$ cat config.mk
export PLATFORM = sky130hd
export DESIGN_NAME = data_mem_responder
export DESIGN_NICKNAME = d
export VERILOG_FILES = /design/src/rtl/data_mem_responder.sv
export SDC_FILE = /design/constraint.sdc
export NUM_CORES = 1
export LEC_CHECK = 0
export BUFFER_PORTS_ARGS = -buffer_cell sky130_fd_sc_hd__buf_2
export CAP_MARGIN = 5
export CORE_MARGIN = 4
export CORE_UTILIZATION = 30
export CTS_BUF_LIST = sky130_fd_sc_hd__clkbuf_8
export DETAILED_ROUTE_END_ITERATION = 10
export GPL_ROUTABILITY_DRIVEN = 0
export HOLD_SLACK_MARGIN = 0.08
export PLACE_DENSITY_LB_ADDON = 0.2
export SLEW_MARGIN = 10
export SYNTH_ARGS = -nofsm -noshare
export SYNTH_HDL_FRONTEND = slang
export SYNTH_SLANG_ARGS = --single-unit
$ cat constraint.sdc
create_clock -name clk -period 1.9 [get_ports clk]
set_input_delay 0.095 -clock clk [delete_from_list [all_inputs] [get_ports clk]]
set_output_delay 0.095 -clock clk [all_outputs]
set_load 0.01 [all_outputs]
$ cat src/rtl/data_mem_responder.sv
// Handshaked single-beat data memory slave with programmable wait states.
// Optional DMEM_ACCESS_CNT_EN adds saturating load/store completion counters.
module data_mem_responder #(
    parameter int ADDR_W      = 8,
    parameter int DATA_W      = 8,
    parameter int DEPTH       = 8,
    parameter int WAIT_CYCLES = 2
) (
    input  logic              clk,
    input  logic              rst_n,
    input  logic              req_valid,
    output logic              req_ready,
    input  logic              req_we,
    input  logic [ADDR_W-1:0] req_addr,
    input  logic [DATA_W-1:0] req_wdata,
    output logic              rsp_valid,
    input  logic              rsp_ready,
    output logic [DATA_W-1:0] rsp_rdata,
    output logic              rsp_err
`ifdef DMEM_ACCESS_CNT_EN
    ,
    output logic [15:0]       ld_cnt,
    output logic [15:0]       st_cnt
`endif
);

    localparam logic [1:0] IDLE = 2'd0;
    localparam logic [1:0] WAIT = 2'd1;
    localparam logic [1:0] RESP = 2'd2;

    localparam int          IDX_W     = (DEPTH > 1) ? $clog2(DEPTH) : 1;
    localparam logic [31:0] DEPTH_U   = 32'(DEPTH);
    localparam bit          ZERO_WAIT = (WAIT_CYCLES == 0);
    localparam logic [3:0]  CNT_INIT  = 4'(WAIT_CYCLES);

    logic [1:0]        state_q, state_d;
    logic [3:0]        cnt_q, cnt_d;
    logic              we_q;
    logic [ADDR_W-1:0] addr_q;
    logic [DATA_W-1:0] wdata_q;
    logic              valid_q;
    logic [DATA_W-1:0] rdata_q;
    logic              err_q;
    logic [DATA_W-1:0] mem_q [DEPTH];

    logic              accept;
    logic              commit;
    logic              c_we;
    logic [ADDR_W-1:0] c_addr;
    logic [DATA_W-1:0] c_wdata;
    logic              in_range;
    logic [IDX_W-1:0]  idx;
    logic              rsp_hs;

    function automatic logic [DATA_W-1:0] img(input int i);
        if (i == 0) return DATA_W'(8'hEC);
        if (i == 1) return DATA_W'(8'h0A);
        if (i == 2) return DATA_W'(8'h02);
        return '0;
    endfunction

    assign req_ready = (state_q == IDLE);
    assign accept    = req_valid && req_ready;
    assign rsp_hs    = valid_q && rsp_ready;

    // With no wait states the commit happens on the accept edge itself,
    // so the live request fields are used instead of the latched copy.
    assign c_we     = ZERO_WAIT ? req_we    : we_q;
    assign c_addr   = ZERO_WAIT ? req_addr  : addr_q;
    assign c_wdata  = ZERO_WAIT ? req_wdata : wdata_q;
    assign in_range = 32'(c_addr) < DEPTH_U;
    assign idx      = c_addr[IDX_W-1:0];

    always_comb begin
        state_d = state_q;
        cnt_d   = cnt_q;
        commit  = 1'b0;
        unique case (state_q)
            IDLE: begin
                if (accept) begin
                    if (ZERO_WAIT) begin
                        state_d = RESP;
                        commit  = 1'b1;
                    end else begin
                        state_d = WAIT;
                        cnt_d   = CNT_INIT;
                    end
                end
            end
            WAIT: begin
                cnt_d = cnt_q - 4'd1;
                if (cnt_q == 4'd1) begin
                    state_d = RESP;
                    commit  = 1'b1;
                    cnt_d   = 4'd0;
                end
            end
            RESP: begin
                if (rsp_ready) state_d = IDLE;
            end
            default: state_d = IDLE;
        endcase
    end

    always_ff @(posedge clk or negedge rst_n) begin
        if (!rst_n) begin
            state_q <= IDLE;
            cnt_q   <= 4'd0;
        end else begin
            state_q <= state_d;
            cnt_q   <= cnt_d;
        end
    end

    always_ff @(posedge clk or negedge rst_n) begin
        if (!rst_n) begin
            we_q    <= 1'b0;
            addr_q  <= '0;
            wdata_q <= '0;
        end else if (accept) begin
            we_q    <= req_we;
            addr_q  <= req_addr;
            wdata_q <= req_wdata;
        end
    end

    always_ff @(posedge clk or negedge rst_n) begin
        if (!rst_n) begin
            valid_q <= 1'b0;
            rdata_q <= '0;
            err_q   <= 1'b0;
        end else if (commit) begin
            valid_q <= 1'b1;
            rdata_q <= (!c_we && in_range) ? mem_q[idx] : '0;
            err_q   <= !in_range;
        end else if (rsp_hs) begin
            valid_q <= 1'b0;
        end
    end

    always_ff @(posedge clk or negedge rst_n) begin
        if (!rst_n) begin
            for (int i = 0; i < DEPTH; i++) mem_q[i] <= img(i);
        end else if (commit && c_we && in_range) begin
            mem_q[idx] <= c_wdata;
        end
    end

    assign rsp_valid = valid_q;
    assign rsp_rdata = rdata_q;
    assign rsp_err   = err_q;

`ifdef DMEM_ACCESS_CNT_EN
    logic [15:0] ld_cnt_q, st_cnt_q;

    always_ff @(posedge clk or negedge rst_n) begin
        if (!rst_n) begin
            ld_cnt_q <= 16'd0;
            st_cnt_q <= 16'd0;
        end else if (rsp_hs && !err_q) begin
            if (!we_q && ld_cnt_q != 16'hFFFF) ld_cnt_q <= ld_cnt_q + 16'd1;
            if (we_q && st_cnt_q != 16'hFFFF) st_cnt_q <= st_cnt_q + 16'd1;
        end
    end

    assign ld_cnt = ld_cnt_q;
    assign st_cnt = st_cnt_q;
`endif

endmodule

[Word-level counts from Yosys, hierarchy flattened]
Index checks and enable logic that the tools add are counted.
Widths: inputs -> output; s select.
Cells by class
  mux-type cells: 18
  bitwise gates (word level): 1
  add/sub/neg operators: 1
  magnitude comparators: 3
  equal/unequal tests: 6
  reductions and logical operators: 13
Operators by type and width (count)
  $bwmux 64: 1
  $mux 8: 4
  $bmux 8 s3: 1
  $demux 8 s3: 1
  $lt 8x4->1 const B: 1
  $mux 4: 2
  $pmux 4 s2: 1
  $logic_and 1x1->1: 6
  $mux 2: 3
  $pmux 2 s3: 1
  $eq 4x1->1 const B: 1
  $ge 4x4->1 const B: 1
  $lt 4x1->1 const B: 1
  $mux 1: 4
  $ne 2x2->1 const B: 2
  $not 3->4: 1
  $reduce_bool 2->1: 2
  $sub 4x1->4 const B: 1
  $reduce_and 3->1: 1
  $eq 2x1->1 const B: 1
  $eq 2x2->1 const B: 1
  $logic_not 1->1: 2
  $logic_not 2->1: 1
  $ne 2x1->1 const B: 1
  $reduce_and 2->1: 1
Storage, ports and cells
  bits of input ports: 21
  register bits: 97

[Longest topological paths before layout]
  depth after elaboration: 6
  depth in mapped cells: 7
  depth with buffers taken out: 6

[Worst setup path before layout]
No wires, ideal clock.
  path kind: reg2reg
  from: register cnt_q[1]
  to: register mem_q[56] (netlist name)
  cell stages (with the launch flop): 7
  slack: 0.001 ns
  arrival: 1.774 ns
  path buffers: 0
  library setup time: 0.125 ns
  cells stage by stage: dfrtp_1 -> inv_1 -> ha_1 -> nor3b_4 -> nand4_2 -> nor3_4 -> mux2_2
Between the ends
  longest elaborated chain between the ends: 5
Ends and longest elaborated chain
  from (decl): RTL line 37  | logic [3:0] cnt_q, cnt_d;
  from (signal assigned): RTL line 111  | cnt_q <= cnt_d;
  $eq 4x1->1: RTL line 92  | if (cnt_q == 4'd1) begin
  $mux 1: RTL line 92
  $mux 1: RTL line 78  | unique case (state_q)
  $logic_and 1x1->1 (2 in series): RTL line 144  | end else if (commit && c_we && in_range) begin
  to (signal, indexed assignment): RTL line 145  | mem_q[idx] <= c_wdata;
  to (decl): RTL line 44  | logic [DATA_W-1:0] mem_q [DEPTH];
No other way between the ends.
A chain may end at the register's enable or synchronous reset.

[Final worst setup path]
  from: register cnt_q[1]
  to: register mem_q[55] (netlist name)
The elaborated chain is that of the path after synthesis.

==> metrics.md <==
| Metric | Value |
|---|---|
| N_diodes | 0 |
| Slew margin rel. | 65.5% |
| Compound-Gate Fraction of Synth Area | 5.26% |
| Antenna violations before repair | 0 |
| Mapped Avg Cell Area | 14.2 sq um |
| Clk Tree Root Cell | clkbuf_8 |
| Worst Tran Pin Value | 0.517 ns |
| Routed vias/inst | 4.78 |
| HP Class | input port to async pin |
| Clk_skew | 0.0129 ns |
| Vias | 2,733 |
| Die Y | 128 microns |
| Reg-to-reg endpoint | mem_q[55] |
| Synth top area share | roughly half |
| Xor/xnor cell area share of the yosys netlist | 0% |
| Yosys cell types | 42 |
| PD cells | 1100 nW/um^2 |
| Clock Pin Slew Worst Setup and Hold Paths | ~0.090 ns |
| Nets | 410 |
| Post-Route WL | around 10 mm |
| Clock sink count | 97 |
| WHS | 0.231 ns |
| First-pass GRT wire length | ~17 mm |
| Final Setup Violations | 6 |
| Mapped Area | 4330 sq um |
| Mapped Nets | 328 |
| Yosys top cell by area | dfrtp_1 |
| Die W | 128 microns |
| P_leak | approximately 2.6 nW |
| Count leader, synth | dfrtp_1 |
| Synthesized flop and latch total | 97 |
| Register Area | 2440 sq um |
| FF-to-FF setup slack | -0.02 ns |
| Final-report hold violation count | 0 |
| Startpoint Class | register |
| Max frequency | 521 MHz |
| Violated checks | negative setup slack |
| Final setup margin | -0.0197 ns |
| Global router's overall resource usage | between 10% and 20% |
| Mux contribution to synthesized area | 27.8% |
| Max-slew violations | 0 |
| CP Max Fanout | 5 |
| RSZ-0062 raised after global routing | yes |
| H-tree depth | 3 |
| Worst R2R Start | cnt_q[1] |
| Antenna-violating nets left | 0 |
| Worst EP required | 2.17 ns |
| Core footprint | 14,000 sq um |
| Num ports | 32 |
| Async SR Flop Fraction | 100% |
| Period utilization | 101% |
| Main combinational cell family by area after synthesis | multiplexers |
| Worst R2R Path Depth | 7 |
| Main synth FF type | dfrtp_1 |
| DRT Pass-1 Iters | 4 |
| Layout fillers | 1,368 |
| Max VDD drop | between 0.3 and 0.4 mV |
| DRT iter0 DRCs | 158 |
| DRC viols | 0 |
| Sequential share of the synthesized area | 56.3% |
| Cells after synthesis | 305 |
| Crit path kind | register to register |
| CTS tree | yes |
| Pre-CTS setup slack | -0.0659 ns |
| Number of flops mapped to enable cells by yosys | 0 |
| Fin util | 40.1% |
| Initial core utilization | 30.9% |
| Adder-Cell Fraction of Synth Area | less than 1% |
| Syn. warnings | 0 |
| Synth area leaders | dfrtp_1 (51%), mux2_2 (21%), dfstp_2 (4.9%) |
| Clk buf depth | 2 |
| Wire length per cell | ~18 microns |
| Tmin final | 1.92 ns |
| Critical Path Sink Type | register |
| Footprint of the multi-input gates | 2000 sq um |
| FP Rows | 43 |
| Inserted Clock Buffers | 9 |
| Number of global-route vias before repair | between 2,000 and 3,000 |
| Run status | finished with violations |
| Die Area | between 15,000 and 20,000 sq um |
| Max cap viols | 0 |
| Largest net degree at the start of global routing | 38 |
| Number of port buffers | 31 |
| Hpwl dp | 6.80 mm |
| Synth-to-layout area growth | 29.7% |
| Synth top cells by count | dfrtp_1 (89), mux2_2 (81), o21ai_0 (14) |
| Synth Area in Simple Gates | 7.95% |
| GRT Residual Overflow | 0 |
| Worst skew pair latency | 0.38 ns |
| Worst Path Arrival | 2.19 ns |
| Fraction of layout cells with a size suffix above 1 | between 40 and 50% |
-- final cells by class --
type,instances,area share (%)
inverter,9,0.602
clock inverter,4,0.758
multi-input combinational,188,35.6
sequential,97,43.4
tap,180,4.01
timing repair buffer,82,12.7
clock buffer,12,2.94
-- worst max-delay path by stage --
stage | slack [ns] | start | depth (start not counted) | end
after floorplan | 0.001 | cnt_q[1] | 6 | mem_q[56]
after global placement | -0.04 | cnt_q[1] | 7 | mem_q[17]
after detailed placement | -0.07 | cnt_q[1] | 7 | mem_q[60]
after CTS | -0.03 | cnt_q[1] | 7 | mem_q[55]
after global routing | -0.09 | cnt_q[1] | 7 | mem_q[52]
final | -0.02 | cnt_q[1] | 7 | mem_q[55]
-- sequential cells by signal, summed over array words and instances (netlist names) --
register and count:
mem_q 64, c_wdata 8, state_q 2, rsp_valid 1, rsp_rdata 8, addr_q 8
rsp_err 1, c_we 1, cnt_q 4
-- critical path, stage by stage, from the launching register on --
cell and delay, ns:
dfrtp_1 0.40, inv_2 0.08, ha_4 0.11, nor3b_4 0.29, nand4_4 0.20, nor3_4 0.24
buf_6 0.18, mux2_4 0.30
-- per-layer routing --
layer | up-vias | global-route usage, % | share of wire, %
met5 | - | 0 | 0
met4 | 0 | 3.00 | 0.93
met3 | 6 | 3.92 | 3.6
met2 | 34 | 20.0 | 45
met1 | 1418 | 19.0 | 50
li1 | 1275 | - | -
-- cells by family after synthesis --
family,Yosys count
muxes,100
DFF,97
and+or+nand+nor,49
AOI/OAI and AO/OA,37
buffers and inverters,20
adders and majority gates,2
-- metrics by stage --
stage	TNS [ns]	power [mW]	instance area [sq um]	std cells
floorplan	0	3.90	4330	305
detailed placement	-1.54	4.67	4970	535
CTS	-0.162	6.21	5480	572
global route	-3.20	6.60	5610	572
finish	-0.0726	6.18	5610	572
global placement	-0.494	4.65	4970	535
-- where the power goes --
| part | switching (mW) | internal [mW] | leakage (nW) |
|---|---|---|---|
| Clock | 0.714 | 0.706 | 0.115 |
| Sequential | 0.488 | 2.38 | 1.28 |
| Combinational | 0.956 | 0.929 | 1.18 |
-- cells in the final DEF (no fill, tap or decap), types with 3 or more instances in the layout --
cell / instances
buf_6: 7
a21oi_1: 5
dfrtp_1: 89
nor3_1: 3
buf_12: 7
nand2_1: 13
mux2_4: 39
nor2_1: 6
inv_1: 9
dfstp_2: 8
mux2i_1: 10
buf_4: 17
nor2_2: 3
buf_2: 30
nor2_4: 3
dlygate4sd3_1: 20
o22ai_1: 6
a211oi_1: 3
mux4_2: 8
nand2b_1: 5
clkbuf_8: 12
mux2_2: 43
o21ai_0: 12
-- timing repair --
action                                  CTS  global route
endpoints found under the hold margin    55             0
resized for setup                        22            37
setup buffers                             1             0
pin swaps                                 1             5
hold buffers                             20             0
endpoints found under the setup margin   60            67
No activity file was read; power rests on OpenSTA's default activity.
